## config.mk

```make
export PLATFORM = sky130hd
export DESIGN_NAME = rap_err_monitor
export DESIGN_NICKNAME = d
export VERILOG_FILES = /design/src/rtl/rap_mon_pkg.sv /design/src/rtl/rap_ed_calc.sv /design/src/rtl/rap_err_monitor.sv
export SDC_FILE = /design/constraint.sdc
export NUM_CORES = 1
export LEC_CHECK = 0
export CORE_UTILIZATION = 35
export CTS_BUF_LIST = sky130_fd_sc_hd__clkbuf_8
export CTS_CLUSTER_DIAMETER = 40
export DETAILED_ROUTE_END_ITERATION = 8
export GPL_TIMING_DRIVEN = 0
export PLACE_DENSITY = 0.64
export REMOVE_ABC_BUFFERS = 1
export SYNTH_ARGS = -nofsm -noshare
export SYNTH_HDL_FRONTEND = slang
export SYNTH_SLANG_ARGS = --single-unit
```

## constraint.sdc

```tcl
create_clock -name clk -period 10.5 [get_ports clk]
set_clock_uncertainty 0.15 [all_clocks]
set_input_delay 3.15 -clock clk [delete_from_list [all_inputs] [get_ports clk]]
set_output_delay 3.15 -clock clk [all_outputs]
set_load 0.05 [all_outputs]
```

## src/rtl/rap_mon_pkg.sv

```systemverilog
// rap_mon_pkg
// Shared definitions for the approximate-adder error monitor:
//   - state_e      : monitor FSM states
//   - *_DEF        : default parameter values for the monitor
//   - SUM_MAX      : saturation ceiling of the default-width ED accumulator
//   - DRAIN_CYCLES : cycles needed to flush the two-stage sample pipeline
package rap_mon_pkg;

  typedef enum logic [1:0] {
    IDLE  = 2'd0,
    RUN   = 2'd1,
    DRAIN = 2'd2,
    DONE  = 2'd3
  } state_e;

  localparam int unsigned W_DEF      = 32;
  localparam int unsigned WINDOW_DEF = 1024;
  localparam int unsigned ACC_W_DEF  = 48;
  localparam int unsigned CNT_W_DEF  = 32;

  // Largest value the default-width error-distance sum can hold.
  localparam logic [ACC_W_DEF-1:0] SUM_MAX = {ACC_W_DEF{1'b1}};

  // One cycle per pipeline stage between the accept and the accumulators.
  localparam int unsigned DRAIN_CYCLES = 2;

endpackage

```

## src/rtl/rap_ed_calc.sv

```systemverilog
// rap_ed_calc
// Combinational error-distance calculator. Recomputes the exact sum of the
// two operands and returns |exact - approx| at full W+1 bit width.
// Ports:
//   a_i, b_i      : operands that were fed to the approximate adder (W bits)
//   approx_sum_i  : approximate adder output (W+1 bits)
//   ed_o          : absolute error distance (W+1 bits)
module rap_ed_calc #(
  parameter int unsigned W = 32
) (
  input  logic [W-1:0] a_i,
  input  logic [W-1:0] b_i,
  input  logic [W:0]   approx_sum_i,
  output logic [W:0]   ed_o
);

  logic [W:0]   exactSum;
  logic [W+1:0] diff;

  // The exact sum is zero-extended so it can never overflow. The difference
  // carries one extra bit so its sign is unambiguous; the magnitude of any
  // negative result still fits in W+1 bits, so negating only the low bits
  // gives the correct absolute value even for the largest distances.
  always_comb begin
    exactSum = {1'b0, a_i} + {1'b0, b_i};
    diff     = {1'b0, exactSum} - {1'b0, approx_sum_i};
    if (diff[W+1]) begin
      ed_o = ~diff[W:0] + (W+1)'(1);
    end else begin
      ed_o = diff[W:0];
    end
  end

endmodule

```

## src/rtl/rap_err_monitor.sv

```systemverilog
// rap_err_monitor
// Error-statistics monitor for a W-bit approximate adder. Each accepted
// sample (a, b, approx_sum) flows through a two-stage pipeline (register
// inputs, register error distance) and then updates the window accumulators.
// After WINDOW samples the FSM drains the pipeline, publishes the results
// and pulses done.
// Ports:
//   clk, rst_n   : clock (rising edge), asynchronous active-low reset
//   start        : begins a window, honoured only while idle
//   in_valid     : sample present on a, b, approx_sum
//   in_ready     : monitor accepts a sample this cycle
//   a, b         : operands (W bits)
//   approx_sum   : approximate sum (W+1 bits)
//   busy         : window in progress (RUN or DRAIN)
//   done         : one-cycle pulse when the result outputs are updated
//   err_count    : samples with nonzero error distance
//   max_ed       : largest error distance in the window
//   sum_ed       : saturating sum of error distances
//   sum_sat      : sum_ed hit its ceiling during the window
module rap_err_monitor
  import rap_mon_pkg::*;
#(
  parameter int unsigned W      = W_DEF,
  parameter int unsigned WINDOW = WINDOW_DEF,
  parameter int unsigned ACC_W  = ACC_W_DEF,
  parameter int unsigned CNT_W  = CNT_W_DEF
) (
  input  logic             clk,
  input  logic             rst_n,
  input  logic             start,
  input  logic             in_valid,
  output logic             in_ready,
  input  logic [W-1:0]     a,
  input  logic [W-1:0]     b,
  input  logic [W:0]       approx_sum,
  output logic             busy,
  output logic             done,
  output logic [CNT_W-1:0] err_count,
  output logic [W:0]       max_ed,
  output logic [ACC_W-1:0] sum_ed,
  output logic             sum_sat
);

  localparam int unsigned SCW = (WINDOW > 1) ? $clog2(WINDOW) : 1;
  localparam logic [SCW-1:0] LAST_SAMPLE = SCW'(WINDOW - 1);
  localparam logic [1:0]     DRAIN_LAST  = 2'(DRAIN_CYCLES - 1);
  // Both branches are all-ones; the package constant is reused when the
  // accumulator keeps its default width.
  localparam logic [ACC_W-1:0] ACC_MAX =
    (ACC_W == ACC_W_DEF) ? ACC_W'(SUM_MAX) : {ACC_W{1'b1}};

  state_e           state_q;
  logic [SCW-1:0]   sampleCnt_q;
  logic [1:0]       drainCnt_q;
  logic             inReady_q;
  logic             busy_q;
  logic             done_q;

  logic             s1Valid_q;
  logic [W-1:0]     s1A_q;
  logic [W-1:0]     s1B_q;
  logic [W:0]       s1Approx_q;
  logic [W:0]       edComb;
  logic             s2Valid_q;
  logic [W:0]       s2Ed_q;

  logic [CNT_W-1:0] errCnt_q, errCnt_d;
  logic [W:0]       maxEd_q, maxEd_d;
  logic [ACC_W-1:0] sumEd_q, sumEd_d;
  logic             sumSat_q, sumSat_d;
  logic [ACC_W:0]   sumExt;

  logic [CNT_W-1:0] outErr_q;
  logic [W:0]       outMax_q;
  logic [ACC_W-1:0] outSum_q;
  logic             outSat_q;

  logic             accept;
  logic             startAccept;

  assign accept      = in_valid && inReady_q;
  assign startAccept = start && (state_q == IDLE);

  // Stage 1: capture the raw sample.
  always_ff @(posedge clk or negedge rst_n) begin
    if (!rst_n) begin
      s1Valid_q  <= 1'b0;
      s1A_q      <= '0;
      s1B_q      <= '0;
      s1Approx_q <= '0;
    end else begin
      s1Valid_q <= accept;
      if (accept) begin
        s1A_q      <= a;
        s1B_q      <= b;
        s1Approx_q <= approx_sum;
      end
    end
  end

  rap_ed_calc #(
    .W (W)
  ) u_ed_calc (
    .a_i          (s1A_q),
    .b_i          (s1B_q),
    .approx_sum_i (s1Approx_q),
    .ed_o         (edComb)
  );

  // Stage 2: register the error distance.
  always_ff @(posedge clk or negedge rst_n) begin
    if (!rst_n) begin
      s2Valid_q <= 1'b0;
      s2Ed_q    <= '0;
    end else begin
      s2Valid_q <= s1Valid_q;
      if (s1Valid_q) begin
        s2Ed_q <= edComb;
      end
    end
  end

  // Next accumulator values for the error distance sitting in stage 2.
  // The sum is formed one bit wider so an overflow shows up as a carry,
  // which is then replaced by the ceiling and flagged sticky.
  always_comb begin
    errCnt_d = errCnt_q;
    maxEd_d  = maxEd_q;
    sumEd_d  = sumEd_q;
    sumSat_d = sumSat_q;
    sumExt   = {1'b0, sumEd_q} + (ACC_W+1)'(s2Ed_q);
    if (s2Ed_q != '0) begin
      errCnt_d = errCnt_q + CNT_W'(1);
    end
    if (s2Ed_q > maxEd_q) begin
      maxEd_d = s2Ed_q;
    end
    if (sumExt[ACC_W]) begin
      sumEd_d  = ACC_MAX;
      sumSat_d = 1'b1;
    end else begin
      sumEd_d = sumExt[ACC_W-1:0];
    end
  end

  // Internal accumulators: cleared by an honoured start, otherwise updated
  // once per valid stage-2 entry.
  always_ff @(posedge clk or negedge rst_n) begin
    if (!rst_n) begin
      errCnt_q <= '0;
      maxEd_q  <= '0;
      sumEd_q  <= '0;
      sumSat_q <= 1'b0;
    end else if (startAccept) begin
      errCnt_q <= '0;
      maxEd_q  <= '0;
      sumEd_q  <= '0;
      sumSat_q <= 1'b0;
    end else if (s2Valid_q) begin
      errCnt_q <= errCnt_d;
      maxEd_q  <= maxEd_d;
      sumEd_q  <= sumEd_d;
      sumSat_q <= sumSat_d;
    end
  end

  // Window FSM. in_ready, busy and done are registered alongside the state
  // so they change exactly on state transitions. Result outputs are only
  // written in DONE, so they hold the previous window while a new one runs.
  always_ff @(posedge clk or negedge rst_n) begin
    if (!rst_n) begin
      state_q     <= IDLE;
      sampleCnt_q <= '0;
      drainCnt_q  <= '0;
      inReady_q   <= 1'b0;
      busy_q      <= 1'b0;
      done_q      <= 1'b0;
      outErr_q    <= '0;
      outMax_q    <= '0;
      outSum_q    <= '0;
      outSat_q    <= 1'b0;
    end else begin
      done_q <= 1'b0;
      case (state_q)
        IDLE: begin
          if (start) begin
            state_q     <= RUN;
            sampleCnt_q <= '0;
            inReady_q   <= 1'b1;
            busy_q      <= 1'b1;
          end
        end
        RUN: begin
          if (accept) begin
            if (sampleCnt_q == LAST_SAMPLE) begin
              state_q    <= DRAIN;
              drainCnt_q <= '0;
              inReady_q  <= 1'b0;
            end else begin
              sampleCnt_q <= sampleCnt_q + SCW'(1);
            end
          end
        end
        DRAIN: begin
          if (drainCnt_q == DRAIN_LAST) begin
            state_q <= DONE;
            busy_q  <= 1'b0;
          end else begin
            drainCnt_q <= drainCnt_q + 2'd1;
          end
        end
        DONE: begin
          outErr_q <= errCnt_q;
          outMax_q <= maxEd_q;
          outSum_q <= sumEd_q;
          outSat_q <= sumSat_q;
          done_q   <= 1'b1;
          state_q  <= IDLE;
        end
        default: begin
          state_q   <= IDLE;
          inReady_q <= 1'b0;
          busy_q    <= 1'b0;
        end
      endcase
    end
  end

  assign in_ready  = inReady_q;
  assign busy      = busy_q;
  assign done      = done_q;
  assign err_count = outErr_q;
  assign max_ed    = outMax_q;
  assign sum_ed    = outSum_q;
  assign sum_sat   = outSat_q;

endmodule

```

==> metrics.md, run 1 <==
| Metric | Value |
|---|---|
| Total wirelength of the detailed-routed design | `53.6 mm` |
| Wire length of the first global-routing pass | `88.3 mm` |
| Proportion of layout cells with a drive suffix above 1 | `about an eighth` |
| Launching element type of the critical path | `primary input` |
| Clock root buffer | `sky130_fd_sc_hd__clkbuf_8` |
| Met1 Use GR | `~22%` |
| Number of enable-type register cells in the synthesized netlist | `0` |
| Max_slew headroom | `35.0%` |
| Overall die height | `250 um` |
| Die extent in x | `250 um` |
| Initial DRC Count | `856` |
| Clock tree from TritonCTS | `yes` |
| Remaining design rule violation count | `0` |
| Worst Setup End Kind | `flop` |
| Clk pin slew, worst setup/hold paths | `60 ps` |
| Count of distinct cell types in the synthesized netlist | `75` |
| Total standard cell area after synthesis | `roughly 22000 um2` |
| Routed Antenna Nets | `0` |
| Number of buffers added on ports | `217` |
| Number of detailed-route iterations in the first pass | `4` |
| Slew at the pin with the worst max-slew slack | `around 970 ps` |
| Deepest clock path buffer count | `3` |
| Worst Hold Class | `reg -> reg` |
| Routability congestion estimate from global placement | `0.889` |
| Setup repair after global routing missed its margin | `no` |
| Area enclosed by the die boundary | `between 60000 and 70000 um2` |
| Vias per cell | `between 5 and 6` |
| FFs w/ async S/R, synth | `100%` |
| Tcrit/Tclk final | `57.7%` |
| Global routing met2 resource utilization | `between 20 and 30%` |
| CTS buffer count | `79` |
| Biggest area contributors in the synthesized netlist | `sky130_fd_sc_hd__dfrtp_1 44%, sky130_fd_sc_hd__mux2_2 8.0%, sky130_fd_sc_hd__ha_1 6.3%` |
| Outcome | `finished clean` |
| GRT busiest layer | `met2` |
| Startpoint-to-endpoint class of the critical path | `in -> reg` |
| Cell taking the most area after synthesis | `sky130_fd_sc_hd__dfrtp_1` |
| DP Cell Count | `3099` |
| Synth Flop Type | `sky130_fd_sc_hd__dfrtp_1` |
| Via total after detailed routing | `roughly 17000` |
| Worst slack after detailed placement | `3760 ps` |
| Count of placed standard cells in the final layout, fillers left out | `about 3200` |
| Number of standard cells after synthesis | `around 2200` |
| Sequential-to-total area share from yosys stat | `43.8%` |
| Hpwl dp | `39.5 mm` |
| Number of ports placed on the die boundary | `218` |
| Signed area change from the synthesized netlist to the final layout | `22.2%` |
| Total count of max-transition violations in the final report | `0` |
| Cells resized by post-CTS repair | `0` |
| Core Box Area | `60600 um2` |
| Global routing usage summed across all routing layers | `between 15 and 20%` |
| Post-DR wirelength/cell | `16.5 um` |
| Data required time at the worst endpoint | `10880 ps` |
| Starting Density | `35.6%` |
| Total of warnings raised by yosys | `0` |
| H-tree depth | `3` |
| Maximum number of pins on one net before global-route repair | `around 120` |
| Std-Cell Rows | `90` |
| Maximum frequency from static timing analysis | `between 150 and 200 MHz` |
| Clock Latency Late Sink | `between 600 and 700 ps` |
| Syn avg cell area | `about 9.8 um2` |
| Data arrival time at the worst-slack endpoint | `approximately 6400 ps` |
| Minimum setup slack in the final design | `4440 ps` |
| Number of setup violations in the final report | `0` |
| Register bit count reported by yosys | `377` |
| Minimum clock period | `a little over 6000 ps` |
| Number of antenna violations at the first check in global routing | `0` |
| Synth top area share | `43.8%` |
| Critical path fanouts, max | `43` |
| Total number of clock tree sinks | `377` |
| Number of nets in the finished design | `2641` |
| Final hold violation count | `0` |
| Max-cap violation count | `0` |
| Global Route met3 Usage | `~2.9%` |
| Post-CTS Hold Buffers | `0` |
| Ant diodes | `0` |
| Via count of the first global-routing pass | `17062` |
| Total negative setup slack | `0 ps` |
| Most common cell after layout, fill and taps aside | `sky130_fd_sc_hd__dfrtp_1` |
| Final global-route overflow total | `0` |
| Post-CTS setup buffer count | `0` |
| Top library cells by usage in the layout, fill and taps aside | `375 x sky130_fd_sc_hd__dfrtp_1, 216 x sky130_fd_sc_hd__clkdlybuf4s50_1, 204 x sky130_fd_sc_hd__inv_1` |
## cells in the mapped netlist (all sizes together) (32+ instances only)
cell / n
a21o: 54
a21oi: 148
and3: 33
clkbuf: 89
dfrtp: 377
fa: 33
ha: 109
inv: 190
mux2: 154
mux2i: 49
nand2: 169
nand3: 38
nand4: 32
nor2: 157
o21ai: 167
xnor2: 44
xor2: 68
## cell families (layout without fill, tap and decap cells)
group                      Yosys count  in the layout  share of synthesized area (%)
and+or+nand+nor                    570            570                           12.7
AOI/OAI and AO/OA                  496            496                           14.1
DFF                                377            377                           43.8
buffers and inverters              291            564                           5.14
muxes                              203            203                           10.3
adders and majority gates          142            142                           9.39
xor gates and xnor gates           112            112                           4.55
## final timing paths
| path | start | end | slack (ps) | depth (start not counted) |
|---|---|---|---|---|
| min in group asynchronous | rst_n | errCnt_q[2] | 2340 | 1 |
| max reg2reg | s1A_q[5] | s2Ed_q[32] | 5250 | 14 |
| min reg2reg | sum_ed[6] | sum_ed[6] | 350 | 1 |
| min | sum_ed[6] | sum_ed[6] | 350 | 1 |
| max in group asynchronous | rst_n | s1Approx_q[26] | 6550 | 3 |
| max | start | errCnt_q[31] | 4440 | 10 |
## critical path, stage by stage
cell                              delay [ps]
sky130_fd_sc_hd__clkdlybuf4s50_1         520
sky130_fd_sc_hd__and2_4                  520
sky130_fd_sc_hd__o32ai_1                 380
sky130_fd_sc_hd__nor3_1                  540
sky130_fd_sc_hd__inv_1                   130
sky130_fd_sc_hd__nor3_1                  470
sky130_fd_sc_hd__and3_1                  330
sky130_fd_sc_hd__nand4_1                 130
sky130_fd_sc_hd__xor2_1                  160
sky130_fd_sc_hd__nor2_1                   60
## state kept, by name, indices dropped and copies added, names as in the netlist
register / count
s1Valid_q: 1
s1A_q: 32
s1Approx_q: 33
s2Ed_q: 33
s2Valid_q: 1
sumEd_q: 48
busy: 1
s1B_q: 32
sum_sat: 1
max_ed: 33
sampleCnt_q: 10
sumSat_q: 1
err_count: 32
maxEd_q: 33
sum_ed: 48
errCnt_q: 32
in_ready: 1
done: 1
drainCnt_q: 2
state_q: 2
## metrics by stage
stage | area, um2 | utilization (%) | hold slack [ps]
after floorplan | 21200 | - | 324
after global placement | 24300 | 40.1 | 339
after detailed placement | 24600 | 40.6 | 345
after CTS | 26300 | 43.5 | 358
after global routing | 26300 | 43.5 | 367
final | 26300 | 43.5 | 354
## layout make-up
type                    count  area (um2)
well taps                 782         978
flip-flops and latches    377        9440
fillers                  5770       34300
inverters                 190         716
multi-input cells        1523       11000
clock inverters            45         335
repair buffers            227        2420
clock buffers             102        1400
## layer usage
layer | part of all wire (%) | wire length (um)
met1 | 45 | 23900
met2 | 48 | 26000
met3 | 4.4 | 2350
met4 | 2.5 | 1350
met5 | 0 | 0
Power of run 1 is left out: the tool's default activity adds up to more than one toggle a clock period on the data nets, which glitch-free logic cannot reach.
==> inputs of run 2 (changes only) <==
--- a/config.mk
+++ b/config.mk
@@ -10,7 +10,7 @@
 export CTS_CLUSTER_DIAMETER = 40
 export DETAILED_ROUTE_END_ITERATION = 8
 export GPL_TIMING_DRIVEN = 0
-export PLACE_DENSITY = 0.64
+export PLACE_DENSITY = 0.66
 export REMOVE_ABC_BUFFERS = 1
 export SYNTH_ARGS = -nofsm -noshare
 export SYNTH_HDL_FRONTEND = slang
==> constraint.sdc (replaced) <==
create_clock -name clk -period 5.37 [get_ports clk]
set_clock_uncertainty 0.15 [all_clocks]
set_input_delay 1.611 -clock clk [delete_from_list [all_inputs] [get_ports clk]]
set_output_delay 1.611 -clock clk [all_outputs]
set_load 0.05 [all_outputs]
==> run 2 against run 1 <==
Net effect:
- register-to-register slack worse by 4900 ps
- critical path depth is 4 higher
- non-clock buffer count fell by 1
- final area fell by 0.34%
- via count shrank 1.3%
- worst hold slack about the same
- final cell count down 0.37%
- core utilization decreased by 0.15 points
- die area stayed put
- first-iteration DRC count is 3.5% lower
- sequential cell count is the same
==> metrics.md, run 2 (same netlist as run 1, synthesis figures left out) <==
| Metric | Value |
|---|---|
| Outcome | `finished clean` |
| Minimum clock period | `between 5000 and 6000 ps` |
| Number of buffers added on ports | `217 (unchanged)` |
| Max-cap violation count | `0 (unchanged)` |
| Remaining design rule violation count | `0 (unchanged)` |
| Die extent in x | `250 um (unchanged)` |
| H-tree depth | `3 (unchanged)` |
| Number of ports placed on the die boundary | `218 (unchanged)` |
| Launching element type of the critical path | `flop` |
| Starting Density | `35.6% (unchanged)` |
| Critical path fanouts, max | `10 (-77%)` |
| Signed area change from the synthesized netlist to the final layout | `21.8%` |
| Clock Latency Late Sink | `670 ps (about the same)` |
| Deepest clock path buffer count | `3 (unchanged)` |
| Overall die height | `250 um (unchanged)` |
| Startpoint-to-endpoint class of the critical path | `reg -> reg` |
| Number of nets in the finished design | `2637 (-0.15%)` |
| Max_slew headroom | `31.1% (-4.0 points)` |
| Clk pin slew, worst setup/hold paths | `60 ps (about the same)` |
| Maximum frequency from static timing analysis | `198 MHz` |
| Placed standard-cell area | `24600 um2 (about the same)` |
| Vias per cell | `5.10 (-0.93%)` |
| Setup repair after global routing missed its margin | `no` |
| Slowest-stage cell, CP | `sky130_fd_sc_hd__fa_1` |
| Global routing usage summed across all routing layers | `17.0% (-0.34 points)` |
| Most common cell after layout, fill and taps aside | `sky130_fd_sc_hd__dfrtp_1` |
| CTS buffer count | `76 (-3.8%)` |
| Number of antenna violations at the first check in global routing | `1 (+1)` |
| Ant diodes | `0 (unchanged)` |
| Number of setup violations in the final report | `0 (unchanged)` |
| Proportion of layout cells with a drive suffix above 1 | `12.6% (-0.43 points)` |
| Tcrit/Tclk final | `94.2%` |
| Total count of max-transition violations in the final report | `0 (unchanged)` |
| Slew at the pin with the worst max-slew slack | `1030 ps (+62.2 ps)` |
| Routability congestion estimate from global placement | `0.894 (+0.60%)` |
| Via count of the first global-routing pass | `16876 (-1.1%)` |
| Std-Cell Rows | `90 (unchanged)` |
| Data required time at the worst endpoint | `5790 ps (-5090 ps)` |
| Worst Hold Class | `reg -> reg` |
| Worst Setup End Kind | `flop` |
| Cell chain of the critical path | `inv_1, fa_1, inv_1, ha_1, a21oi_1, o21ai_1, a221oi_2, a211oi_1, o211a_1, or3_1, a2111o_1, or3_1, or4_1, nand3_1` |
| Data arrival time at the worst-slack endpoint | `5480 ps (-950 ps)` |
| Final-layout fill cell count | `5774 (+0.069%)` |
| Wire length of the first global-routing pass | `86.7 mm (-1.8%)` |
| Core Box Area | `60600 um2 (unchanged)` |
| Max stage delay on crit path | `530 ps (about the same)` |
| Post-CTS setup buffer count | `0 (unchanged)` |
| Total number of clock tree sinks | `377 (unchanged)` |
| Post-DR wirelength/cell | `16.3 um (-1.3%)` |
| Routed Antenna Nets | `0 (unchanged)` |
| Number of detailed-route iterations in the first pass | `5 (+1)` |
| Hpwl dp | `38.7 mm (-2.0%)` |
| Total wirelength of the detailed-routed design | `52.7 mm (-1.7%)` |
| Top library cells by usage in the layout, fill and taps aside | `375 x sky130_fd_sc_hd__dfrtp_1, 216 x sky130_fd_sc_hd__clkdlybuf4s50_1, 208 x sky130_fd_sc_hd__inv_1` |
| Post-route design area | `26200 um2 (-0.34%)` |
| Initial DRC Count | `826 (-3.5%)` |
| Final hold violation count | `0 (unchanged)` |
| Worst setup slack for register-to-register paths | `310 ps (-4940 ps)` |
| Final global-route overflow total | `0 (unchanged)` |
| Clock root buffer | `sky130_fd_sc_hd__clkbuf_8` |
| Area enclosed by the die boundary | `62600 um2 (unchanged)` |
| Via total after detailed routing | `16504 (-1.3%)` |
| Maximum number of pins on one net before global-route repair | `124 (+5.1%)` |
| Clock tree from TritonCTS | `yes` |
==> run 2: changes by cell type in the layout (fill, tap and decap cells not counted), sizes merged <==
cell	change
clkinv	-4
clkbuf	-15
inv	+4
buf	-1
bufinv	+4
==> run 2: cell type report <==
| class | instances | area, um2 | share of cell area (%) |
|---|---|---|---|
| multi-input cells | 1523 | 11100 | 42.1 |
| well taps | 782 | 978 | 3.73 |
| inverters | 190 | 716 | 2.73 |
| repair buffers | 226 | 2410 | 9.18 |
| clock buffers | 87 | 1200 | 4.56 |
| flip-flops and latches | 377 | 9440 | 36.0 |
| clock inverters | 49 | 449 | 1.71 |
==> run 2: worst max-delay path, delay by kind of cell (launching register included) <==
kind	cells	cell delay (ps)
AO/OA/AOI/OAI	6	2030
AND/OR/NAND/NOR	4	1400
adder cells (fa/ha/maj)	2	960
flip-flops	1	320
buffers and inverters	2	110
==> run 2: per-layer routing <==
layer / vias to the layer above / global-route usage [%] / part of all wire (%)
li1: 8063 / - / -
met1: 8016 / 21.9 / 45
met2: 333 / 28.6 / 49
met3: 92 / 2.90 / 3.4
met4: 0 / 6.06 / 2.7
met5: - / 0 / 0
==> run 2: per-stage QoR <==
step           utilization [%]  setup WS (ps)  instances  setup TNS (ps)  hold slack [ps]
2_1_floorplan                -           -444       2090           -3820              324
3_3_place_gp              40.1         -13810       3089        -5447970              340
3_5_place_dp              40.6          -31.7       3098           -40.2              340
4_1_cts                   43.3           69.5       3234               0              355
5_1_grt                   43.3           5.40       3234               0              373
6_report                  43.3            313       3234               0              353
==> run 2: final timing paths <==
path	from	to	cells after the start
max	s1A_q[12]	s2Ed_q[32]	14
min	sum_ed[6]	sum_ed[6]	1
max reg2reg	s1A_q[12]	s2Ed_q[32]	14
min reg2reg	sum_ed[6]	sum_ed[6]	1
max in group asynchronous	rst_n	s1Valid_q	3
min in group asynchronous	rst_n	errCnt_q[4]	1
==> run 2: timing repair <==
| item | CTS | global route |
|---|---|---|
| endpoints found under the hold margin | 0 | 0 |
| endpoints found under the setup margin | 0 | 11 |
| gates resized for setup | 0 | 4 |
| hold buffers | 0 | 0 |
Power of run 2 is left out for the same reason.
